===== config.mk =====
export PLATFORM = sky130hd
export DESIGN_NAME = usb2_ext_bridge
export DESIGN_NICKNAME = d
export VERILOG_FILES = /design/src/rtl/usb2_ext_bridge.sv
export SDC_FILE = /design/constraint.sdc
export NUM_CORES = 1
export LEC_CHECK = 0
export CORE_MARGIN = 2
export CORE_UTILIZATION = 50
export CTS_BUF_LIST = sky130_fd_sc_hd__clkbuf_4
export DETAILED_ROUTE_END_ITERATION = 10
export PLACE_DENSITY = 0.79
export REMOVE_ABC_BUFFERS = 1
export SLEW_MARGIN = 20
export SYNTH_ARGS = -nofsm -noshare
export SYNTH_HDL_FRONTEND = slang
export SYNTH_SLANG_ARGS = --single-unit

===== constraint.sdc =====
create_clock -name phy_clk -period 2.5 [get_ports phy_clk]
set_input_delay 0.5 -clock phy_clk [delete_from_list [all_inputs] [get_ports phy_clk]]
set_output_delay 0.5 -clock phy_clk [all_outputs]
set_load 0.01 [all_outputs]

===== src/rtl/usb2_ext_bridge.sv =====
// usb2_ext_bridge: application-side companion of the USB2 protocol layer.
// Fill path: application byte stream -> EP1 (device->host) buffer, one full
// MAX_LEN packet at a time, handed to the host via ext_buf_in_ready.
// Drain path: EP2 (host->device) buffer -> application byte stream through a
// 2-entry skid buffer that absorbs the one-cycle buffer read latency.
// Optional feature macro: USB2_EXT_BRIDGE_CNT_EN adds fill_pkt_cnt/drain_pkt_cnt.
module usb2_ext_bridge #(
  parameter int MAX_LEN = 512,
  parameter int ADDR_W  = 9
) (
  input  logic              phy_clk,
  input  logic              reset_n,
  input  logic              ext_xfer_read,
  input  logic              ext_xfer_write,
  input  logic [9:0]        ext_xfer_len,
  output logic              ext_xfer_ready,
  output logic              ext_xfer_done,
  output logic [ADDR_W-1:0] ext_buf_in_addr,
  output logic [7:0]        ext_buf_in_data,
  output logic              ext_buf_in_wren,
  output logic              ext_buf_in_ready,
  output logic [ADDR_W-1:0] ext_buf_out_addr,
  input  logic [7:0]        ext_buf_out_q,
  output logic              ext_buf_out_ready,
  input  logic [7:0]        src_data,
  input  logic              src_valid,
  output logic              src_ready,
  output logic [7:0]        snk_data,
  output logic              snk_valid,
  input  logic              snk_ready,
  output logic              err_overrun
`ifdef USB2_EXT_BRIDGE_CNT_EN
  ,
  output logic [15:0]       fill_pkt_cnt,
  output logic [15:0]       drain_pkt_cnt
`endif
);

  localparam logic [9:0] MAX_LEN_C = 10'(MAX_LEN);

  typedef enum logic [1:0] {
    F_FILL = 2'd0,
    F_FULL = 2'd1,
    F_WAIT = 2'd2
  } fill_state_t;

  typedef enum logic {
    D_IDLE = 1'b0,
    D_RUN  = 1'b1
  } drain_state_t;

  // ---------------- fill path ----------------
  fill_state_t       fill_state_r;
  fill_state_t       fill_next_s;
  logic [9:0]        fill_cnt_r;
  logic              fill_hs_s;
  logic              src_ready_r;
  logic              in_wren_r;
  logic [ADDR_W-1:0] in_addr_r;
  logic [7:0]        in_data_r;
  logic              in_ready_r;

  assign fill_hs_s = src_valid & src_ready_r;

  // Fill FSM state register.
  always_ff @(posedge phy_clk or negedge reset_n) begin
    if (!reset_n) begin
      fill_state_r <= F_FILL;
    end else begin
      fill_state_r <= fill_next_s;
    end
  end

  // Fill FSM next state: packet length is always a full buffer.
  always_comb begin
    fill_next_s = fill_state_r;
    case (fill_state_r)
      F_FILL: begin
        if (fill_hs_s && (fill_cnt_r == (MAX_LEN_C - 10'd1))) begin
          fill_next_s = F_FULL;
        end else begin
          fill_next_s = F_FILL;
        end
      end
      F_FULL: begin
        if (ext_xfer_read) begin
          fill_next_s = F_WAIT;
        end else begin
          fill_next_s = F_FULL;
        end
      end
      F_WAIT: begin
        if (!ext_xfer_read) begin
          fill_next_s = F_FILL;
        end else begin
          fill_next_s = F_WAIT;
        end
      end
      default: fill_next_s = F_FILL;
    endcase
  end

  // Fill datapath: registered buffer writes, byte counter and host handshake flags.
  always_ff @(posedge phy_clk or negedge reset_n) begin
    if (!reset_n) begin
      fill_cnt_r  <= 10'd0;
      src_ready_r <= 1'b0;
      in_wren_r   <= 1'b0;
      in_addr_r   <= {ADDR_W{1'b0}};
      in_data_r   <= 8'h00;
      in_ready_r  <= 1'b0;
    end else begin
      src_ready_r <= (fill_next_s == F_FILL);
      in_wren_r   <= fill_hs_s;
      if (fill_hs_s) begin
        in_addr_r  <= fill_cnt_r[ADDR_W-1:0];
        in_data_r  <= src_data;
        fill_cnt_r <= fill_cnt_r + 10'd1;
      end else if ((fill_state_r == F_WAIT) && !ext_xfer_read) begin
        fill_cnt_r <= 10'd0;
      end
      case (fill_state_r)
        F_FILL:  in_ready_r <= 1'b0;
        F_FULL:  in_ready_r <= 1'b1;
        F_WAIT:  in_ready_r <= ext_xfer_read;
        default: in_ready_r <= 1'b0;
      endcase
    end
  end

  assign src_ready        = src_ready_r;
  assign ext_buf_in_wren  = in_wren_r;
  assign ext_buf_in_addr  = in_addr_r;
  assign ext_buf_in_data  = in_data_r;
  assign ext_buf_in_ready = in_ready_r;

  // ---------------- drain path ----------------
  drain_state_t drain_state_r;
  drain_state_t drain_next_s;
  logic [9:0]   eff_len_s;
  logic [9:0]   eff_len_r;
  logic [9:0]   issue_cnt_r;
  logic [9:0]   snk_cnt_r;
  logic         pend_r;
  logic [7:0]   skid_mem_r [0:1];
  logic         skid_wr_r;
  logic         skid_rd_r;
  logic [1:0]   skid_cnt_r;
  logic         pop_s;
  logic         start_s;
  logic         last_s;
  logic         issue_s;
  logic         done_r;
  logic         out_ready_r;
  logic         xfer_ready_r;
  logic         err_overrun_r;

  assign eff_len_s = ((ext_xfer_len == 10'd0) || (ext_xfer_len > MAX_LEN_C)) ? MAX_LEN_C : ext_xfer_len;

  // Drain control decode; a read is issued only when the skid buffer is
  // guaranteed a free slot when its data returns a cycle later.
  always_comb begin
    pop_s   = (skid_cnt_r != 2'd0) & snk_ready;
    start_s = (drain_state_r == D_IDLE) & ext_xfer_write;
    last_s  = (drain_state_r == D_RUN) & pop_s & ((snk_cnt_r + 10'd1) == eff_len_r);
    issue_s = (drain_state_r == D_RUN) & (issue_cnt_r != eff_len_r) &
              (({1'b0, skid_cnt_r} + {2'b00, pend_r}) <= (3'd1 + {2'b00, pop_s}));
  end

  // Drain FSM state register.
  always_ff @(posedge phy_clk or negedge reset_n) begin
    if (!reset_n) begin
      drain_state_r <= D_IDLE;
    end else begin
      drain_state_r <= drain_next_s;
    end
  end

  // Drain FSM next state.
  always_comb begin
    drain_next_s = drain_state_r;
    case (drain_state_r)
      D_IDLE: begin
        if (start_s) begin
          drain_next_s = D_RUN;
        end else begin
          drain_next_s = D_IDLE;
        end
      end
      D_RUN: begin
        if (last_s) begin
          drain_next_s = D_IDLE;
        end else begin
          drain_next_s = D_RUN;
        end
      end
      default: drain_next_s = D_IDLE;
    endcase
  end

  // Drain datapath: length latch, read address, skid buffer and handshake flags.
  always_ff @(posedge phy_clk or negedge reset_n) begin
    if (!reset_n) begin
      eff_len_r     <= 10'd0;
      issue_cnt_r   <= 10'd0;
      snk_cnt_r     <= 10'd0;
      pend_r        <= 1'b0;
      skid_mem_r[0] <= 8'h00;
      skid_mem_r[1] <= 8'h00;
      skid_wr_r     <= 1'b0;
      skid_rd_r     <= 1'b0;
      skid_cnt_r    <= 2'd0;
      done_r        <= 1'b0;
      out_ready_r   <= 1'b1;
      xfer_ready_r  <= 1'b1;
      err_overrun_r <= 1'b0;
    end else begin
      done_r <= last_s;
      pend_r <= issue_s;
      if ((drain_state_r == D_RUN) && ext_xfer_write) begin
        err_overrun_r <= 1'b1;
      end
      if (start_s) begin
        eff_len_r    <= eff_len_s;
        issue_cnt_r  <= 10'd0;
        snk_cnt_r    <= 10'd0;
        skid_wr_r    <= 1'b0;
        skid_rd_r    <= 1'b0;
        skid_cnt_r   <= 2'd0;
        out_ready_r  <= 1'b0;
        xfer_ready_r <= 1'b0;
      end else begin
        if (issue_s) begin
          issue_cnt_r <= issue_cnt_r + 10'd1;
        end
        if (pend_r) begin
          skid_mem_r[skid_wr_r] <= ext_buf_out_q;
          skid_wr_r             <= ~skid_wr_r;
        end
        if (pop_s) begin
          skid_rd_r <= ~skid_rd_r;
          snk_cnt_r <= snk_cnt_r + 10'd1;
        end
        skid_cnt_r <= skid_cnt_r + {1'b0, pend_r} - {1'b0, pop_s};
        if (last_s) begin
          out_ready_r  <= 1'b1;
          xfer_ready_r <= 1'b1;
        end
      end
    end
  end

  assign ext_buf_out_addr  = issue_cnt_r[ADDR_W-1:0];
  assign snk_data          = skid_mem_r[skid_rd_r];
  assign snk_valid         = (skid_cnt_r != 2'd0);
  assign ext_xfer_done     = done_r;
  assign ext_buf_out_ready = out_ready_r;
  assign ext_xfer_ready    = xfer_ready_r;
  assign err_overrun       = err_overrun_r;

`ifdef USB2_EXT_BRIDGE_CNT_EN
  logic [15:0] fill_pkt_cnt_r;
  logic [15:0] drain_pkt_cnt_r;

  // Completed-packet counters for both directions, wrapping at 16 bits.
  always_ff @(posedge phy_clk or negedge reset_n) begin
    if (!reset_n) begin
      fill_pkt_cnt_r  <= 16'd0;
      drain_pkt_cnt_r <= 16'd0;
    end else begin
      if ((fill_state_r == F_FILL) && (fill_next_s == F_FULL)) begin
        fill_pkt_cnt_r <= fill_pkt_cnt_r + 16'd1;
      end
      if (last_s) begin
        drain_pkt_cnt_r <= drain_pkt_cnt_r + 16'd1;
      end
    end
  end

  assign fill_pkt_cnt  = fill_pkt_cnt_r;
  assign drain_pkt_cnt = drain_pkt_cnt_r;
`else
  // Packet counters not built in this configuration.
`endif

endmodule


* Word-level counts from Yosys, hierarchy flattened *
Index checks and enable logic that the tools add are counted.

word-level totals
  output and inout bits = 42
  logic and storage cells = 94
  bits in registers = 87
  bits of input ports = 32

operators by class
  reduce and logical (&&, ||, !) cells = 16
  add/subtract/negate cells = 7
  magnitude comparators = 5
  bitwise operators = 13
  mux-type cells = 28
  eq/ne operators = 5

operators by type and width
  kind                                                   count
  2-to-1 mux 10 bit                                      7
  2-to-1 mux 8 bit                                       4
  adder 10 x 1 -> 10 bit (second input constant)         3
  bitwise mux 16 bit                                     1
  nonzero test 2 bit                                     6
  equality test 10 bit                                   1
  equality test 10 x 9 -> 1 bit (second input constant)  1
  > comparator 10 bit (second input constant)            1
  zero test 10 bit                                       1
  inequality test 10 bit                                 1
  2-to-1 mux 1 bit                                       9
  demux 8 bit (select 1 bit)                             1
  bitwise AND 1 bit                                      7
  2-to-1 mux 2 bit                                       3
  case mux 2 bit (3 select lines)                        1
  >= comparator 2 bit (second input constant)            2
  logical AND 1 bit                                      4
  zero test 2 bit                                        2
  NOT 1 bit                                              4
  NOT 1 -> 2 bit                                         2
  case mux 1 bit (2 select lines)                        2
  adder 2 x 1 -> 3 bit                                   1
  less-or-equal comparator 3 x 2 -> 1 bit                1
  adder 1 x 1 -> 2 bit (first input constant)            1
  8 further kinds                                        8

* Longest topological paths before layout *
Gate-level depths: netlist of run 1.

  word-level depth = 7
  depth in mapped cells = 9
  depth with buffers taken out = 8

* Least setup slack after synthesis of run 1 *
OpenSTA, ideal clock, no wires.

  kind = reg-to-reg
  start = register skid_cnt_r[1]
  end = register issue_cnt_r[5]
  clock period less this slack = 2.717 ns
  arrival time = 2.637 ns
  cell stages (with the launch flop) = 10
  setup slack = -0.217 ns
  setup time = 0.079 ns
  required time = 2.421 ns
  buffers on the path = 1
  path through = dfrtp_1 -> o21ai_2 -> clkinv_1 -> fa_1 -> o31a_1 -> or2_2 -> o311a_1 -> clkbuf_1 -> nand4_1 -> mux2i_1

between the ends
  word-level cells in the longest chain between the ends = 6
  elaborated cells on any way between the ends = 7
  classes of those cells = add/sub (2); order compare (1); bitwise (2); reduce/logical (2)

RTL lines
  what                                       line  source
  start, declared                            148   logic [1:0] skid_cnt_r;
  start signal, assigned                     244   skid_cnt_r <= skid_cnt_r + {1'b0, pend_r} - {1'b0, pop_s};
  nonzero test 2 bit                         163   pop_s = (skid_cnt_r != 2'd0) & snk_ready;
  bitwise AND 1 bit                          163
  adder 1 x 1 -> 2 bit                       167   (({1'b0, skid_cnt_r} + {2'b00, pend_r}) <= (3'd1 + {2'b00, pop_s}));
  less-or-equal comparator 3 x 2 -> 1 bit *  167
  bitwise AND 1 bit *                        166   issue_s = (drain_state_r == D_RUN) & (issue_cnt_r != eff_len_r) &
  named net issue_s                          152   logic issue_s;
  nonzero test 2 bit (no line) *             --
  end signal, assigned                       234   issue_cnt_r <= issue_cnt_r + 10'd1;
  end, declared                              142   logic [9:0] issue_cnt_r;

Mark *: on every way through the listed nets, which the timed path passes. The rest lies on a longest branch.
A chain may end at the register's enable or synchronous reset.

* Worst setup path in the final report of run 1 *
  start = input snk_ready
  end = register issue_cnt_r[5]

between the ends
  word-level cells in the longest chain between the ends = 5

RTL lines
  what                                     line  source
  start, declared                          30    input logic snk_ready,
  bitwise AND 1 bit                        163
  adder 1 x 1 -> 2 bit                     167
  less-or-equal comparator 3 x 2 -> 1 bit  167
  bitwise AND 1 bit                        166
  nonzero test 2 bit (no line)             --

Every way passes these cells.

==> results.json, run 1 <==
{
  "route.detailed.drc": 0,
  "p_per_area_nw_per_um2": 1080,
  "p_switching_uw": 2090,
  "crit_type": "primary input to flop",
  "first_global_vias": 3503,
  "grt_pass1_wl_um": 16200,
  "hold_class": "primary input to asynchronous set/reset pin",
  "synth-compound-area-share_pct": 6.82,
  "cp_data_arrival_time_ns": 2.75,
  "place_inst": 601,
  "die_y_um": 96.9,
  "synth-edff-count": 0,
  "wl_per_cell_um": 15.2,
  "routed_wl_um": 9370,
  "final_hold_viol_count": 0,
  "area_growth_pct": 24.0,
  "clkPwrFrac_pct": 15.5,
  "post-route-period-util_pct": 95.5,
  "grt_max_degree": 46,
  "critPathCaptureType": "flop",
  "reg2reg_to": "issue_cnt_r[5]",
  "cts_root_buf": "clkbuf_4",
  "seq_area_frac_synth_pct": 50.5,
  "slowest_stage": "clkdlybuf4s50_1",
  "fp-row-count": 33,
  "max_freq_mhz": 419,
  "diodes": 0,
  "grt_overflow": 0,
  "yosys.area_share.simple_pct": 19.7,
  "intPower_uw": 3680,
  "critPathLaunchType": "primary input",
  "yosys-top-cells-area": "dfrtp_1, nand2_1, mux2_2",
  "h-tree-depth": 3,
  "finalSetupViolCount": 0,
  "cp_top_family": "compound AO/OA/AOI/OAI gates",
  "seq_power_share_pct": 40.3,
  "nNetsFinal": 553,
  "synth_mux_area_share_pct": 7.89,
  "syn-cell-area_um2": 4310,
  "drv_cap": 0,
  "ff2ff_setup_slack_ns": 0.14,
  "outcome": "complete, no violations",
  "cts_buffers": 9,
  "firstDrtPassIters": 4,
  "critPathBufInv": 2,
  "synthArstFlopShare_pct": 100,
  "reg2regPathDepth": 8,
  "coreArea_um2": 8300,
  "crit_chain": "clkdlybuf4s50_1, o21ai_2, inv_2, fa_1, o31a_1, or2_2, o311a_4, nand4_1, mux2i_1",
  "dr.first_iter.drc_count": 118,
  "synthFlopType": "dfrtp_1",
  "detail-route-antenna-nets": 0,
  "power_leakage_uw": 0.00241,
  "antenna_found_initial": 0,
  "r2r_start": "pend_r",
  "place_area_um2": 5160,
  "syn_inst": 432,
  "gp_routability_congestion": 0.851,
  "slew_headroom_pct": 62.3,
  "design_area_um2": 5350,
  "io-pin-count": 74,
  "vias_per_cell": 5.40,
  "crit_fanout": 10,
  "drive_gt1_share_pct": 12.7,
  "vias": 3336,
  "cts_buffer_depth": 2,
  "clk_pin_slew_worst_paths_ns": 0.14,
  "stdcell_count": 618,
  "required_ns": 2.86,
  "synth_adder_area_share_pct": 3.94,
  "netlist.top_cell.by_area": "dfrtp_1",
  "setup_tns_ns": 0,
  "dpl.hpwl_um": 6900,
  "peakVddDrop_mv": 0.526,
  "drv_slew": 0,
  "clkLatencyLatePin_ns": 0.43,
  "cts_sinks": 87,
  "rsz0062_at_grt": "no",
  "postCtsSetupBuffers": 0,
  "synth-xor-area-share_pct": 7.31,
  "yosysWarnings": 0,
  "synth_seq_cells": 87,
  "hold_ws_ns": 0.461,
  "cts_tree": "yes",
  "io_buffers": 73,
  "dieArea_um2": 9390,
  "p_comb_share_pct": 44.2,
  "die_x_um": 96.9,
  "finalClockSkew_ns": 0.0163,
  "avgSynthCellArea_um2": 9.99,
  "period_minus_slack_ns": 2.39,
  "tightest_slew_ns": 0.562,
  "synth_top_family_by_area": "simple AND/OR/NAND/NOR gates",
  "synthDistinctLibCells": 51,
  "start_util_pct": 52.0,
  "sw_frac_of_total_pct": 36.3,
  "synth_top_area_share_pct": 49.9,
  "track_usage_pct": 20.9,
  "max_stage_delay_ns": 0.51
}
cell type report:
| class | count | area [µm²] |
|---|---|---|
| multi-input cells | 311 | 1990 |
| repair buffers | 87 | 848 |
| fillers | 668 | 2950 |
| clock buffers | 10 | 75.1 |
| inverters | 12 | 45.0 |
| well taps | 105 | 131 |
| flip-flops and latches | 87 | 2180 |
| clock inverters | 6 | 85.1 |
state kept, by name, summed over array words and instances (netlist names), 2 cells and up:
name / count
ext_buf_in_addr: 9
ext_buf_in_data: 8
issue_cnt_r: 10
snk_cnt_r: 10
skid_mem_r: 16
fill_state_r: 2
fill_cnt_r: 10
skid_cnt_r: 2
eff_len_r: 10
metrics by stage:
| stage | setup slack [ns] | total power (µW) | util (%) |
|---|---|---|---|
| floorplan | -0.129 | 3820 | - |
| global placement | -0.407 | 4720 | 62.2 |
| detailed placement | -0.470 | 4840 | 62.2 |
| CTS | 0.00607 | 5740 | 64.3 |
| global route | 0.0239 | 6190 | 64.5 |
| finish | 0.113 | 5770 | 64.5 |
logic make-up after synthesis:
family / after synthesis
muxes: 31
AOI/OAI and AO/OA: 43
buffers and inverters: 34
xor gates and xnor gates: 36
DFF: 87
and+or+nand+nor: 188
adders and majority gates: 13
cell usage in the layout (no fill, tap or decap), types with 4 or more instances in the layout:
master,Yosys,final
a21oi_1,7,7
buf_4,10,13
clkbuf_4,0,10
clkdlybuf4s50_1,0,72
dfrtp_1,86,85
ha_1,12,12
inv_1,11,11
mux2_2,24,24
mux2i_1,7,7
nand2_1,100,100
nand3_1,18,18
nand4_1,9,9
nor2_1,28,28
nor2b_1,4,4
o21ai_0,10,10
o31ai_1,4,4
xnor2_1,28,28
xor2_1,8,8
metal layers:
| metal | wire length, µm | vias up | track usage, % |
|---|---|---|---|
| met1 | 4240 | 1622 | 27.6 |
| met3 | 388 | 20 | 3.40 |
| met4 | 225 | 0 | 8.56 |
| met2 | 4520 | 83 | 34.5 |
| met5 | 0 | - | 0 |
| li1 | - | 1611 | - |
timing repair:
item                       CTS  global route
resized for setup            0             4
setup endpoints to repair    0            10
hold endpoints to repair    17             0
hold buffers                 1             0
worst register-to-register path: stages (launching register included):
cell and delay, ns:
dfrtp_1 0.42, ha_1 0.22, inv_1 0.07, fa_1 0.44, o31a_1 0.33, or2_2 0.32, o311a_4 0.18, nand4_1 0.13
mux2i_1 0.20
how the worst max path moves through the flow:
stage / startpoint / end / slack [ns] / cells after the start
after global routing: skid_cnt_r[1] / issue_cnt_r[5] / 0.02 / 8
after floorplan: skid_cnt_r[1] / issue_cnt_r[5] / -0.13 / 8
after global placement: snk_ready / issue_cnt_r[5] / -0.41 / 9
after CTS: snk_ready / issue_cnt_r[5] / 0.006 / 9
final: snk_ready / issue_cnt_r[5] / 0.11 / 9
after detailed placement: snk_ready / issue_cnt_r[5] / -0.47 / 9
power groups by stage:
stage	registers (µW)	clock network, µW	logic, µW
final	2330	892	2550
after floorplan	2260	0	1560
after CTS	2320	915	2510
after global placement	2320	0	2390
after global routing	2390	976	2830
after detailed placement	2350	0	2490
cell usage after synthesis (2+ instances only):
master      n
nand4_1     9
and3_1      3
o31ai_1     4
mux2i_1     7
ha_1       12
xor2_1      8
buf_1       2
mux2_2     24
xnor2_1    28
dfrtp_1    86
nand3_1    18
inv_1      11
nand2b_1    3
clkbuf_1    9
or2_2       2
or3_1       3
nor2_1     28
o21ai_0    10
a31oi_1     3
o22ai_1     2
a21oi_1     7
nor3_1      3
nand2_1   100
and2_1      3
or4_1       3
nor4_1      2
nor3b_1     2
o311ai_0    3
buf_4      10
o41ai_1     3
nor2b_1     4
Power figures use the tool's default switching activity.
==> run 2: changes to the inputs <==
--- a/config.mk
+++ b/config.mk
@@ -5,6 +5,7 @@
 export SDC_FILE = /design/constraint.sdc
 export NUM_CORES = 1
 export LEC_CHECK = 0
+export CORE_ASPECT_RATIO = 1.5
 export CORE_MARGIN = 2
 export CORE_UTILIZATION = 50
 export CTS_BUF_LIST = sky130_fd_sc_hd__clkbuf_4
==> constraint.sdc (replaced) <==
create_clock -name phy_clk -period 2 [get_ports phy_clk]
set_input_delay 0.4 -clock phy_clk [delete_from_list [all_inputs] [get_ports phy_clk]]
set_output_delay 0.4 -clock phy_clk [all_outputs]
set_load 0.01 [all_outputs]
==> results.json, run 2 (synthesis results as in run 1) <==
{
  "outcome": "finished with violations",
  "violations": "negative setup slack",
  "layout_commonest_cell": "nand2_1",
  "grt_pass1_wl_um": 17600,
  "vias_per_cell": 5.48,
  "crit_fanout": 3,
  "fp-row-count": 41,
  "fillers": 620,
  "drv_cap": 0,
  "routed_wl_um": 10800,
  "vias": 3570,
  "clkLatencyLatePin_ns": 0.45,
  "required_ns": 2.39,
  "coreArea_um2": 8410,
  "finalClockSkew_ns": 0.0123,
  "detail-route-antenna-nets": 0,
  "io-pin-count": 74,
  "wl_per_cell_um": 16.5,
  "clk_pin_slew_worst_paths_ns": 0.14,
  "hold_ws_ns": 0.435,
  "critPathCaptureType": "flop",
  "largest-register": "skid_mem_r",
  "cp_data_arrival_time_ns": 2.70,
  "cts_root_buf": "clkbuf_4",
  "route.detailed.drc": 0,
  "dr.first_iter.drc_count": 128,
  "cts_buffer_depth": 2,
  "dpl.hpwl_um": 7560,
  "io_buffers": 73,
  "reg2reg_to": "issue_cnt_r[8]",
  "track_usage_pct": 24.3,
  "design_area_um2": 5760,
  "drive_gt1_share_pct": 23.5,
  "crit_chain": "o21ai_2, clkinv_2, fa_1, nor3b_2, or2_4, nand3_2, or4_1, a21oi_2",
  "post-route-period-util_pct": 116,
  "final_hold_viol_count": 0,
  "final_cell_mix": "nand2_1, dfrtp_1, clkdlybuf4s50_1",
  "setup_tns_ns": -2.52,
  "grt_overflow": 0,
  "drv_slew": 0,
  "period_minus_slack_ns": 2.31,
  "slowest_stage": "fa_1",
  "pre_cts_ws_ns": -0.807,
  "nNetsFinal": 584,
  "start_util_pct": 51.3,
  "stdcell_count": 652,
  "place_inst": 623,
  "gp_routability_congestion": 0.851,
  "final-seq-area_um2": 2180,
  "crit_type": "flop to flop",
  "tightest_slew_ns": 0.747,
  "hold_class": "primary input to asynchronous set/reset pin",
  "p_per_area_nw_per_um2": 1410,
  "peakVddDrop_mv": 1.00,
  "first_global_vias": 3815,
  "h-tree-depth": 3,
  "grt_max_degree": 38,
  "worst_slack_ns": -0.314,
  "max_stage_delay_ns": 0.49,
  "area_growth_pct": 33.6,
  "largest_reg_flops": 16,
  "place_area_um2": 5330,
  "antenna_found_initial": 1,
  "critPathLaunchType": "flop",
  "cts_sinks": 87,
  "ff2ff_setup_slack_ns": -0.31,
  "slew_headroom_pct": 49.8,
  "cts_tree": "yes",
  "r2r_start": "skid_cnt_r[1]",
  "firstDrtPassIters": 4,
  "cts_buffers": 9,
  "dieArea_um2": 9400,
  "finalSetupViolCount": 13,
  "rsz0062_at_grt": "yes",
  "max_freq_mhz": 432,
  "multiInputGateArea_um2": 2150,
  "reg2regPathDepth": 8,
  "die_y_um": 118,
  "power_leakage_uw": 0.00262,
  "die_x_um": 79.8
}
-- run 2: cell count changes in the layout (fill, tap and decap cells not counted), moves of 4 or more --
| cell | previous run | this run |
|---|---|---|
| buf_4 | 13 | 34 |
| clkdlybuf4s50_1 | 72 | 63 |
| ha_1 | 12 | 8 |
| mux2_4 | 0 | 4 |
| buf_6 | 0 | 11 |
| mux2_2 | 24 | 20 |
-- run 2: worst max-delay path by stage --
| stage | start | to | slack, ns | cells after the start |
|---|---|---|---|---|
| 6_report | skid_cnt_r[1] | issue_cnt_r[8] | -0.31 | 8 |
| 5_1_grt | skid_cnt_r[1] | issue_cnt_r[8] | -0.41 | 9 |
| 4_1_cts | skid_cnt_r[0] | issue_cnt_r[8] | -0.26 | 8 |
| 3_5_place_dp | snk_ready | issue_cnt_r[4] | -0.81 | 9 |
| 3_3_place_gp | snk_ready | issue_cnt_r[5] | -0.77 | 9 |
| 2_1_floorplan | skid_cnt_r[1] | issue_cnt_r[5] | -0.63 | 8 |
-- run 2: metal layers --
metal | wire length (µm) | up-vias | track usage [%]
met5 | 0 | - | 0
met4 | 388 | 0 | 14.3
met1 | 4130 | 1769 | 25.9
li1 | - | 1680 | -
met3 | 332 | 28 | 4.45
met2 | 5920 | 93 | 43.3
-- run 2: layout make-up --
cell class | instances | share of cell area, %
tap | 107 | 2.32
timing repair buffer | 117 | 19.2
multi-input combinational | 312 | 37.4
clock buffer | 10 | 1.30
inverter | 12 | 0.803
sequential | 87 | 37.9
antenna | 1 | 0.0434
clock inverter | 6 | 1.06
-- run 2: where the power goes --
part           internal, µW  leakage (µW)  switching (µW)
clock network           391     0.0000778             599
logic                  2370       0.00145            1910
registers              2310       0.00109             579
-- run 2: critical path: cells and delay by family (launching register included) --
| family | cells | cell delay (ns) |
|---|---|---|
| flip-flops | 1 | 0.42 |
| buffers and inverters | 1 | 0.10 |
| adder cells (fa/ha/maj) | 1 | 0.49 |
| AND/OR/NAND/NOR | 4 | 0.91 |
| AO/OA/AOI/OAI | 2 | 0.34 |
-- run 2: what timing repair did --
item / in CTS / in global routing
endpoints found under the hold margin: 34 / 0
cloned: 2 / 0
pin swaps: 12 / 9
setup endpoints to repair: 22 / 24
setup buffers: 8 / 5
resized for setup: 52 / 30
hold buffers: 1 / 0
-- run 2: stage by stage --
stage	total power [µW]	util (%)
floorplan	4780	-
global placement	6150	63.3
detailed placement	6330	63.3
CTS	7810	67.2
global route	8710	68.5
finish	8150	68.5
==> run 3: changes to the inputs <==
--- a/config.mk
+++ b/config.mk
@@ -10,9 +10,10 @@
 export CORE_UTILIZATION = 50
 export CTS_BUF_LIST = sky130_fd_sc_hd__clkbuf_4
 export DETAILED_ROUTE_END_ITERATION = 10
+export GPL_TIMING_DRIVEN = 0
 export PLACE_DENSITY = 0.79
 export REMOVE_ABC_BUFFERS = 1
-export SLEW_MARGIN = 20
+export SLEW_MARGIN = 10
 export SYNTH_ARGS = -nofsm -noshare
 export SYNTH_HDL_FRONTEND = slang
 export SYNTH_SLANG_ARGS = --single-unit
==> constraint.sdc (replaced) <==
create_clock -name phy_clk -period 1.93 [get_ports phy_clk]
set_input_delay 0.386 -clock phy_clk [delete_from_list [all_inputs] [get_ports phy_clk]]
set_output_delay 0.386 -clock phy_clk [all_outputs]
set_load 0.01 [all_outputs]
==> results.json, run 3 (synthesis results as in run 1) <==
{
  "cts_root_buf": "clkbuf_4",
  "final_hold_viol_count": 0,
  "antenna_found_initial": 0,
  "io_buffers": 73,
  "finalSetupViolCount": 14,
  "required_ns": 2.34,
  "vias": 3497,
  "cp_data_arrival_time_ns": 2.78,
  "critPathLaunchType": "flop",
  "dieArea_um2": 9400,
  "coreArea_um2": 8410,
  "vias_per_cell": 5.59,
  "finalClockSkew_ns": 0.0283,
  "crit_type": "flop to flop",
  "rsz0062_at_grt": "yes",
  "detail-route-antenna-nets": 0,
  "tightest_slew_ns": 0.647,
  "period_minus_slack_ns": 2.37,
  "io-pin-count": 74,
  "power_uw": 8000,
  "clkLatencyLatePin_ns": 0.46,
  "violations": "negative setup slack",
  "cts_sinks": 87,
  "grt_overflow": 0,
  "hold_class": "primary input to asynchronous set/reset pin",
  "largest-register": "skid_mem_r",
  "start_util_pct": 51.3,
  "clk_pin_slew_worst_paths_ns": 0.15,
  "largest_reg_flops": 16,
  "max_freq_mhz": 422,
  "die_x_um": 79.8,
  "h-tree-depth": 3,
  "crit_fanout": 4,
  "layout_commonest_cell": "nand2_1",
  "dpl.hpwl_um": 6680,
  "critPathCaptureType": "flop",
  "slew_headroom_pct": 56.5,
  "gp_routability_congestion": 0.813,
  "outcome": "finished with violations",
  "post-route-period-util_pct": 123,
  "dr.first_iter.drc_count": 188,
  "area_growth_pct": 29.6,
  "drive_gt1_share_pct": 22.0,
  "drv_slew": 0,
  "peakVddDrop_mv": 0.702,
  "p_per_area_nw_per_um2": 1430,
  "grt_max_degree": 56,
  "track_usage_pct": 22.5,
  "final_cell_mix": "nand2_1, dfrtp_1, clkdlybuf4s50_1",
  "fp-row-count": 41,
  "worst_slack_ns": -0.439,
  "first_global_vias": 3531,
  "cts_buffers": 9,
  "nNetsFinal": 560,
  "diodes": 0,
  "grt_pass1_wl_um": 16500,
  "route.detailed.drc": 0,
  "cts_tree": "yes",
  "wl_per_cell_um": 16.9,
  "firstDrtPassIters": 5,
  "routed_wl_um": 10600,
  "drv_cap": 0,
  "cts_buffer_depth": 2,
  "hold_ws_ns": 0.412,
  "die_y_um": 118,
  "power_leakage_uw": 0.00249
}
-- run 3: changes by cell type in the layout (fill, tap and decap cells not counted), sizes merged --
cell	previous run	this run
buf	49	25
clkdlybuf4s50	63	61
clkinv	6	5
clkinvlp	0	2
diode	1	0
dlygate4sd2	1	3
inv	11	10
o311a	2	1
-- run 3: path summary, 6_finish.rpt --
kind / startpoint / end / slack (ns) / cells after the start
max: skid_cnt_r[1] / issue_cnt_r[8] / -0.44 / 8
min: reset_n / snk_cnt_r[7] / 0.41 / 2
min reg2reg: err_overrun / err_overrun / 0.48 / 1
max in group asynchronous: reset_n / ext_xfer_ready / 0.87 / 3
max reg2reg: skid_cnt_r[1] / issue_cnt_r[8] / -0.44 / 8
min in group phy_clk: src_data[6] / ext_buf_in_data[6] / 0.45 / 3
-- run 3: power breakdown --
part | switching (µW) | internal (µW) | leakage (µW) | total [µW]
logic | 1860 | 2090 | 0.00133 | 3950
registers | 639 | 2410 | 0.00108 | 3050
clock network | 614 | 395 | 0.0000758 | 1010
-- run 3: worst max-delay path, stage by stage (launching register included) --
cell	delay, ns
dfrtp_1	0.46
o21ai_4	0.22
clkinv_4	0.08
fa_2	0.48
nor3b_2	0.25
or2_4	0.18
nand3_4	0.09
or4_4	0.43
a21oi_2	0.12
-- run 3: repair_timing --
action	4_1_cts	5_1_grt
hold endpoints to repair	32	0
cloned	1	0
setup endpoints to repair	58	45
buffers inserted	13	5
hold buffers	1	0
pin swaps	12	11
gates resized for setup	59	35
-- run 3: per-stage QoR --
step                      util (%)  TNS (ns)  instances  setup WS [ns]  instance area [µm²]
after CTS                     64.5     -3.51        622         -0.385                 5430
final                         66.4     -4.40        626         -0.439                 5590
after global placement        60.1   -282.52        590          -2.59                 5060
after floorplan                  -     -7.07        410         -0.699                 4190
after global routing          66.4     -5.70        626         -0.538                 5590
after detailed placement      60.6    -42.72        592          -1.41                 5100
-- run 3: layer usage --
metal / share of wire (%) / routed length (µm) / track usage (%)
met1: 39 / 4100 / 26.7
met2: 54 / 5690 / 38.8
met3: 3.8 / 396 / 2.61
met4: 3.6 / 377 / 12.7
met5: 0 / 0 / 0
-- run 3: layout make-up --
cell class | instances | area [µm²]
multi-input combinational | 311 | 2180
timing repair inverter | 1 | 5.00
sequential | 87 | 2190
clock inverter | 5 | 50.0
fill | 634 | 2820
inverter | 12 | 53.8
timing repair buffer | 93 | 903
tap | 107 | 134
clock buffer | 10 | 75.1
